==> config.mk <==
export PLATFORM = sky130hd
export DESIGN_NAME = inverter_tester
export DESIGN_NICKNAME = d
export VERILOG_FILES = /design/src/rtl/inverter_tester.sv
export SDC_FILE = /design/constraint.sdc
export NUM_CORES = 1
export LEC_CHECK = 0
export ABC_CLOCK_PERIOD_IN_PS = 5500
export CORE_MARGIN = 5
export CORE_UTILIZATION = 55
export CTS_CLUSTER_DIAMETER = 150
export DETAILED_ROUTE_END_ITERATION = 7
export HOLD_SLACK_MARGIN = 0.02
export MAX_ROUTING_LAYER = met4
export PLACE_DENSITY = 0.92
export SYNTH_ARGS = -nofsm -noshare
export SYNTH_HDL_FRONTEND = slang
export SYNTH_SLANG_ARGS = --single-unit
==> constraint.sdc <==
create_clock -name wb_clk_i -period 5.5 [get_ports wb_clk_i]
set_clock_uncertainty 0.2 [all_clocks]
set_input_delay 1.1 -clock wb_clk_i [delete_from_list [all_inputs] [get_ports wb_clk_i]]
set_output_delay 1.1 -clock wb_clk_i [all_outputs]
set_load 0.1 [all_outputs]
==> src/rtl/inverter_tester.sv <==
// Stimulus/checker around the analog inverter: toggles stim_o, times the synchronised response.
// Optional max_delay tracking is built when INVERTER_TESTER_MAXDELAY_EN is defined.
module inverter_tester #(
  parameter int CNT_W       = 16,
  parameter int DLY_W       = 10,
  parameter int ERR_W       = 8,
  parameter int SYNC_STAGES = 2,
  parameter int TIMEOUT     = 1000
) (
  input  logic             wb_clk_i,
  input  logic             wb_rst_i,
  input  logic             start,
  input  logic [CNT_W-1:0] num_edges,
  input  logic [CNT_W-1:0] settle_cycles,
  input  logic             resp_i,
  output logic             stim_o,
  output logic             busy,
  output logic             done,
  output logic             pass,
  output logic [ERR_W-1:0] err_count,
  output logic [DLY_W-1:0] last_delay,
  output logic [DLY_W-1:0] max_delay
);

  // IDLE wait start | TOGGLE flip stim_o | WAIT time response | SETTLE hold | FINISH report
  typedef enum logic [2:0] {IDLE, TOGGLE, WAIT, SETTLE, FINISH} state_t;

  localparam logic [DLY_W-1:0] TMO = DLY_W'(TIMEOUT);

  state_t           state, state_nx;
  logic [SYNC_STAGES-1:0] sync_q;
  logic             rs;
  logic             stim_nx, busy_nx, done_nx, pass_nx;
  logic [ERR_W-1:0] err_nx;
  logic [DLY_W-1:0] last_nx;
  logic [CNT_W-1:0] remaining, remaining_nx;
  logic [CNT_W-1:0] settle_cfg, settle_cfg_nx;
  logic [CNT_W-1:0] settle_cnt, settle_cnt_nx;
  logic [DLY_W-1:0] dly_cnt, dly_nx;
  logic             meas_done;
  logic [DLY_W-1:0] meas_val;

  assign rs = sync_q[SYNC_STAGES-1];

  always_ff @(posedge wb_clk_i) begin
    if (wb_rst_i) begin
      state      <= IDLE;
      sync_q     <= '0;
      stim_o     <= 1'b0;
      busy       <= 1'b0;
      done       <= 1'b0;
      pass       <= 1'b0;
      err_count  <= '0;
      last_delay <= '0;
      remaining  <= '0;
      settle_cfg <= '0;
      settle_cnt <= '0;
      dly_cnt    <= '0;
    end else begin
      state      <= state_nx;
      sync_q     <= {sync_q[SYNC_STAGES-2:0], resp_i};
      stim_o     <= stim_nx;
      busy       <= busy_nx;
      done       <= done_nx;
      pass       <= pass_nx;
      err_count  <= err_nx;
      last_delay <= last_nx;
      remaining  <= remaining_nx;
      settle_cfg <= settle_cfg_nx;
      settle_cnt <= settle_cnt_nx;
      dly_cnt    <= dly_nx;
    end
  end

  // dly_cnt holds clock edges elapsed since stim_o changed, so an ideal inverter reads SYNC_STAGES.
  always_comb begin
    state_nx      = state;
    stim_nx       = stim_o;
    busy_nx       = busy;
    done_nx       = 1'b0;
    pass_nx       = pass;
    err_nx        = err_count;
    last_nx       = last_delay;
    remaining_nx  = remaining;
    settle_cfg_nx = settle_cfg;
    settle_cnt_nx = settle_cnt;
    dly_nx        = dly_cnt;
    meas_done     = 1'b0;
    meas_val      = dly_cnt;
    case (state)
      IDLE: begin
        if (start) begin
          busy_nx = 1'b1;
          err_nx  = '0;
          if (num_edges != '0) begin
            remaining_nx  = num_edges;
            settle_cfg_nx = settle_cycles;
            state_nx      = TOGGLE;
          end else begin
            state_nx = FINISH;
          end
        end
      end
      TOGGLE: begin
        stim_nx      = ~stim_o;
        dly_nx       = '0;
        remaining_nx = remaining - 1'b1;
        state_nx     = WAIT;
      end
      WAIT: begin
        if (rs == ~stim_o) begin
          meas_done = 1'b1;
          meas_val  = dly_cnt;
        end else if (dly_cnt == TMO) begin
          meas_done = 1'b1;
          meas_val  = TMO;
          if (err_count != '1) err_nx = err_count + 1'b1;
        end else begin
          dly_nx = dly_cnt + 1'b1;
        end
        if (meas_done) begin
          last_nx = meas_val;
          if (settle_cfg != '0) begin
            settle_cnt_nx = settle_cfg;
            state_nx      = SETTLE;
          end else begin
            state_nx = (remaining != '0) ? TOGGLE : FINISH;
          end
        end
      end
      SETTLE: begin
        settle_cnt_nx = settle_cnt - 1'b1;
        if (settle_cnt <= CNT_W'(1)) state_nx = (remaining != '0) ? TOGGLE : FINISH;
      end
      FINISH: begin
        done_nx  = 1'b1;
        pass_nx  = (err_count == '0);
        busy_nx  = 1'b0;
        state_nx = IDLE;
      end
      default: state_nx = IDLE;
    endcase
  end

`ifdef INVERTER_TESTER_MAXDELAY_EN
  logic [DLY_W-1:0] max_q;

  always_ff @(posedge wb_clk_i) begin
    if (wb_rst_i)                           max_q <= '0;
    else if (state == IDLE && start)        max_q <= '0;
    else if (meas_done && meas_val > max_q) max_q <= meas_val;
  end

  assign max_delay = max_q;
`else
  assign max_delay = '0;
`endif

endmodule

==> results of run 1 <==
synthesized netlist by cell type (2+ instances only):
master | n | share of area, %
sky130_fd_sc_hd__o41ai_1 | 5 | 1.0
sky130_fd_sc_hd__ha_1 | 8 | 2.3
sky130_fd_sc_hd__o22ai_1 | 9 | 1.3
sky130_fd_sc_hd__a2bb2oi_1 | 3 | 0.62
sky130_fd_sc_hd__o21ai_0 | 16 | 1.9
sky130_fd_sc_hd__nor4b_1 | 2 | 0.41
sky130_fd_sc_hd__o31ai_1 | 6 | 1.1
sky130_fd_sc_hd__nor3b_1 | 3 | 0.53
sky130_fd_sc_hd__nor2_1 | 38 | 3.3
sky130_fd_sc_hd__clkbuf_1 | 18 | 1.6
sky130_fd_sc_hd__nand2b_1 | 2 | 0.29
sky130_fd_sc_hd__xor2_1 | 2 | 0.41
sky130_fd_sc_hd__nor2b_1 | 2 | 0.29
sky130_fd_sc_hd__nand4b_1 | 4 | 0.82
sky130_fd_sc_hd__inv_1 | 12 | 1.1
sky130_fd_sc_hd__a32o_1 | 5 | 1.2
sky130_fd_sc_hd__o211ai_1 | 5 | 0.88
sky130_fd_sc_hd__nor3_1 | 14 | 1.6
sky130_fd_sc_hd__a22oi_1 | 7 | 1.2
sky130_fd_sc_hd__nor4_1 | 14 | 2.1
sky130_fd_sc_hd__and2_1 | 2 | 0.29
sky130_fd_sc_hd__o221a_2 | 4 | 1.1
sky130_fd_sc_hd__a211oi_1 | 7 | 1.2
sky130_fd_sc_hd__or4_1 | 5 | 0.88
sky130_fd_sc_hd__o311ai_0 | 6 | 1.2
sky130_fd_sc_hd__clkbuf_8 | 3 | 0.97
sky130_fd_sc_hd__nand2_1 | 71 | 6.3
sky130_fd_sc_hd__a21oi_1 | 61 | 7.2
sky130_fd_sc_hd__a32oi_1 | 2 | 0.41
sky130_fd_sc_hd__or3_2 | 3 | 0.53
sky130_fd_sc_hd__xnor2_1 | 5 | 1.0
sky130_fd_sc_hd__nand3b_1 | 3 | 0.53
sky130_fd_sc_hd__dfxtp_1 | 85 | 40
sky130_fd_sc_hd__o21ai_1 | 4 | 0.47
sky130_fd_sc_hd__or3_1 | 9 | 1.3
sky130_fd_sc_hd__or3b_1 | 2 | 0.41
sky130_fd_sc_hd__and3_1 | 3 | 0.44
sky130_fd_sc_hd__buf_4 | 11 | 1.9
sky130_fd_sc_hd__nand4_1 | 6 | 0.88
sky130_fd_sc_hd__a31oi_1 | 4 | 0.59
sky130_fd_sc_hd__nand3_1 | 15 | 1.8
registers in the layout, summed over array words and instances, names as in the netlist:
name	cells
state	3
pass	1
remaining	16
stim_o	1
last_delay	10
sync_q	2
settle_cnt	16
settle_cfg	16
done	1
err_count	8
busy	1
dly_cnt	10
cell type report:
cell class,instances,share of cell area (%)
multi-input cells,391,46.6
inverters,13,0.975
repair buffers,59,11.6
well taps,102,2.55
clock inverters,5,1.70
flip-flops and latches,85,34.0
clock buffers,10,2.55
report_power, final:
group,leakage [nW],internal [mW],switching [mW]
sequential,0.692,0.671,0.0677
combinational,0.895,0.182,0.341
clock,0.103,0.256,0.232
kinds of logic after synthesis:
family / after synthesis
AO/OA/AOI/OAI: 157
XOR/XNOR: 7
adder cells (fa/ha/maj): 8
buffers and inverters: 48
flip-flops: 85
multiplexers: 2
other: 1
AND/OR/NAND/NOR: 207
worst max-delay path: stages:
cell	delay, ps
sky130_fd_sc_hd__clkdlybuf4s50_1	430
sky130_fd_sc_hd__nor4_1	320
sky130_fd_sc_hd__nand4_1	270
sky130_fd_sc_hd__nand2_1	800
sky130_fd_sc_hd__o311ai_0	330
sky130_fd_sc_hd__a21oi_1	190
layer usage:
layer	part of all wire [%]	wire, um	up-vias
met5	0	0	-
met4	2.9	312	0
met3	7.5	812	38
met2	48	5150	207
met1	42	4540	2009
li1	-	-	1990
per-stage QoR:
step | std cells | power, mW | utilization, % | setup slack [ps]
floorplan | 524 | 1.15 | - | 2730
global placement | 650 | 1.24 | 62.7 | 1890
detailed placement | 650 | 1.26 | 62.7 | 1770
CTS | 665 | 1.74 | 65.5 | 2160
global route | 665 | 1.83 | 65.5 | 1970
finish | 665 | 1.75 | 65.5 | 2140
path summary, 6_finish.rpt:
path                     start             end  slack (ps)  depth (start not counted)
setup / recovery  num_edges[3]   remaining[10]        2140                          6
hold / removal       sync_q[0]       sync_q[1]         250                          1
setup reg to reg      state[1]  settle_cnt[13]        2560                          5
hold reg to reg      sync_q[0]       sync_q[1]         250                          1
==> impl_metrics.json, run 1 <==
{
  "run_status": "finished clean",
  "use_met2_pct": 37.4,
  "placementRows": 32,
  "synthesized_area_fraction_occupied_by_xor_and_xnor_cells_pct": 1.44,
  "final.period_utilization_pct": 61.1,
  "via_per_inst": 6.38,
  "n_antenna_cell": 0,
  "final_area_sq_um": 5010,
  "grt_met1_use_pct": 28.0,
  "hold_viol_final": 0,
  "worstSetupPathType": "input pin to flop",
  "grtUsageTotal_pct": 23.1,
  "share_of_flip_flops_with_an_asynchronous_set_or_reset_after_synthesis_pct": 0,
  "holdWs_ps": 246,
  "synth.yosys.warnings": 0,
  "numCtsBuffers": 9,
  "drt_pass1_iterations": 5,
  "powerDensity_nw_per_um2": 350,
  "worst_ep_required_time_ps": 5590,
  "route.vias.total": 4244,
  "drtIter0Drc": 404,
  "synth_top_family_by_area": "simple AND/OR/NAND/NOR gates",
  "clk_pin_slew_ps": 80,
  "buffer_ports.inserted": 57,
  "grt_first_pass_wirelength_um": 18100,
  "gp_congestion": 0.894,
  "cts_root_buffer": "sky130_fd_sc_hd__clkbuf_8",
  "ir_worst_vdd_mv": 0.221,
  "clk_path_buf_depth": 2,
  "core-area_sq_um": 7650,
  "synth-compound-area-share_pct": 24.5,
  "register_area_sq_um": 1700,
  "final_layout_size_suffix_gt1_share_pct": 7.10,
  "min-delay-path-class": "flop to flop",
  "synth_simple_gate_area_share_pct": 25.0,
  "flow.area_growth_from_synthesis_pct": 17.4,
  "endpoint_kind": "flop",
  "overflow": 0,
  "drc": 0,
  "finalWorstPathRequiredPeriod_ps": 3360,
  "synth_area_sq_um": 4260,
  "total_wirelength_um": 10800,
  "register_area_share_after_synthesis_pct": 39.9,
  "hpwlAfterDp_um": 7660,
  "nFillCells": 636,
  "cp_data_arrival_time_ps": 3450,
  "start_kind": "input pin",
  "die_x_um": 98.0,
  "clk-insertion-delay-late_ps": 360,
  "pin_count": 68,
  "clkSinkCount": 85,
  "timing_max_transition_violations_final": 0,
  "effective_utilization_at_floorplan_pct": 55.7,
  "most_used_routing_layer": "met2",
  "tightestPinTransition_ps": 981,
  "netlist-cell-type-count": 70,
  "area_of_the_multi_input_gates_sq_um": 2330,
  "design.die.area_sq_um": 9610,
  "cap_viol_max_count": 0,
  "tns_ps": 0,
  "most-common-layout-cells": "sky130_fd_sc_hd__dfxtp_1, sky130_fd_sc_hd__nand2_1, sky130_fd_sc_hd__a21oi_1",
  "nNetsFinal": 603,
  "synth_area_per_cell_sq_um": 8.28,
  "synth_seq_cells": 85,
  "post_synth_mux_area_share_pct": 0.528,
  "setup_viol": 0,
  "cp_max_fo": 32,
  "total_leakage_power_nw": 1.69,
  "synth_edf_count": 0,
  "cts_tree": "done",
  "layout.cells.most_common": "sky130_fd_sc_hd__dfxtp_1",
  "cts_max_level": 3,
  "number_of_global_route_vias_before_repair": 3952,
  "die_y_um": 98.0,
  "antenna_found_initial": 0,
  "cts_resized": 0,
  "post-cts-setup-buffers": 0,
  "dpl-instance-area_sq_um": 4790,
  "max_freq_mhz": 298,
  "hold_buffers": 0,
  "post_synth_fa_ha_maj_area_fraction_pct": 2.35,
  "maximum_number_of_pins_on_one_net_before_global_route_repair": 66,
  "syn-instance-count": 515,
  "synth-main-ff-cell": "sky130_fd_sc_hd__dfxtp_1",
  "rsz0062_at_grt": "false",
  "postRouteAntennaNets": 0,
  "worst_slew_margin_rel_pct": 34.4,
  "wire_per_inst_um": 16.3,
  "met3_usage_in_global_routing_pct": 4.29
}
Note: power is estimated with default switching activity, not from simulation.
==> inputs of run 2 (changes only) <==
Settings changed: ABC_CLOCK_PERIOD_IN_PS 5500 to 2900, CORE_UTILIZATION 55 to 49, PLACE_DENSITY 0.92 to 0.87.
Clock period 5.5 ns to 2.9 ns, I/O delays scaled along.
==> impl_metrics.json, run 2 (synthesized netlist as in run 1, its figures left out) <==
{
  "wire_per_inst_um": 15.2,
  "drtIter0Drc": 293,
  "die_x_um": 103,
  "nFillCells": 764,
  "wl_met2_um": 4950,
  "rsz0062_at_grt": "false",
  "clk_pin_slew_ps": 80,
  "ir_worst_vdd_mv": 0.375,
  "via_per_inst": 6.02,
  "fin_cells": 683,
  "run_status": "finished clean",
  "nNetsFinal": 615,
  "tightestPinTransition_ps": 673,
  "cap_viol_max_count": 0,
  "worst_ep_required_time_ps": 2940,
  "pin_count": 68,
  "max_freq_mhz": 409,
  "timing_max_transition_violations_final": 0,
  "worst_slew_margin_rel_pct": 55.2,
  "n_antenna_cell": 0,
  "placementRows": 34,
  "total_wirelength_um": 10400,
  "drt_pass1_iterations": 5,
  "numCtsBuffers": 9,
  "hold_buffers": 0,
  "layout.cells.most_common": "sky130_fd_sc_hd__dfxtp_1",
  "route.layer.met1.wl_um": 4540,
  "design.die.area_sq_um": 10700,
  "core-area_sq_um": 8590,
  "buffer_ports.inserted": 57,
  "cts_root_buffer": "sky130_fd_sc_hd__clkbuf_8",
  "overflow": 0,
  "cp_data_arrival_time_ps": 2490,
  "endpoint_kind": "flop",
  "hold_viol_final": 0,
  "worstSetupPathType": "flop to flop",
  "start_kind": "flop",
  "cts_resized": 0,
  "worstHoldPathCells": 1,
  "grt_first_pass_wirelength_um": 17200,
  "hpwlAfterDp_um": 7450,
  "grtUsageTotal_pct": 20.5,
  "post-cts-setup-buffers": 0,
  "clk_path_buf_depth": 2,
  "dp.cells": 668,
  "cts_tree": "done",
  "wl_met3_um": 773,
  "antenna_found_initial": 0,
  "critical-path-max-stage-delay_ps": 470,
  "clk-insertion-delay-late_ps": 350,
  "maximum_number_of_pins_on_one_net_before_global_route_repair": 65,
  "gp_congestion": 0.917,
  "flow.area_growth_from_synthesis_pct": 18.6,
  "powerDensity_nw_per_um2": 657,
  "setup_viol": 0,
  "route.vias.total": 4110,
  "critical_path.cell_chain": "inv_1 -> ha_1 -> nand3b_1 -> or3_1 -> o21ai_2 -> a21oi_1 -> a32o_1",
  "min-delay-path-class": "flop to flop",
  "tns_ps": 0,
  "highest-signal-layer": "met4",
  "worst-r2r-cell-count": 7,
  "number_of_global_route_vias_before_repair": 3696,
  "final.period_utilization_pct": 84.3,
  "cpMaxStageDelayCell": "sky130_fd_sc_hd__or3_1",
  "postRouteAntennaNets": 0,
  "cts_max_level": 3,
  "cp_max_fo": 8,
  "clkSinkCount": 85,
  "total_leakage_power_nw": 1.80,
  "layout_top_registers": "remaining x16, settle_cfg x16, settle_cnt x16",
  "most-common-layout-cells": "sky130_fd_sc_hd__dfxtp_1, sky130_fd_sc_hd__nand2_1, sky130_fd_sc_hd__a21oi_1",
  "finalWorstPathRequiredPeriod_ps": 2440,
  "die_y_um": 103,
  "drc": 0,
  "final_layout_size_suffix_gt1_share_pct": 12.7,
  "effective_utilization_at_floorplan_pct": 49.6
}
==> run 2: cell count changes in the layout (fill, tap and decap cells not counted), sizes merged <==
| cell | previous run | this run |
|---|---|---|
| buf | 3 | 37 |
| clkinv | 2 | 3 |
| clkdlybuf4s50 | 56 | 34 |
| inv | 13 | 12 |
| clkbuf | 10 | 11 |
| clkinvlp | 1 | 0 |
==> run 2: cell type report <==
class	count	area, sq um	area share, %
clock buffer	11	131	2.60
tap	108	135	2.67
timing repair buffer	71	628	12.4
multi-input combinational	391	2330	46.2
sequential	85	1700	33.7
inverter	13	48.8	0.966
clock inverter	4	73.8	1.46
==> run 2: critical path, delay by kind of cell (launching register included) <==
kind | cells | cell delay [ps]
AOI/OAI and AO/OA | 3 | 940
and+or+nand+nor | 2 | 600
DFF | 1 | 360
adders and majority gates | 1 | 170
buffers and inverters | 1 | 80
==> run 2: final timing paths <==
kind,start,slack [ps],endpoint
max,dly_cnt[0],460,settle_cnt[9]
min,sync_q[0],250,sync_q[1]
max reg2reg,dly_cnt[0],460,settle_cnt[9]
min reg2reg,sync_q[0],250,sync_q[1]
==> run 2: metal layers <==
metal / up-vias / track usage [%]
li1: 2012 / -
met1: 1906 / 27.0
met2: 179 / 31.3
met3: 13 / 4.69
met4: 0 / 6.18
met5: - / -
==> run 2: stage by stage <==
step	hold slack (ps)	setup slack, ps	util [%]	power [mW]	instance area (sq um)
final	246	455	58.8	3.32	5050
after global routing	287	279	58.8	3.49	5050
after CTS	252	420	58.8	3.32	5050
after detailed placement	229	208	56.4	2.43	4850
after global placement	227	281	56.4	2.39	4850
after floorplan	214	130	-	2.19	4300
==> run 2: power breakdown <==
| part | switching [mW] | internal [mW] |
|---|---|---|
| registers | 0.110 | 1.27 |
| clock network | 0.418 | 0.482 |
| logic | 0.653 | 0.384 |
| total | 1.18 | 2.14 |
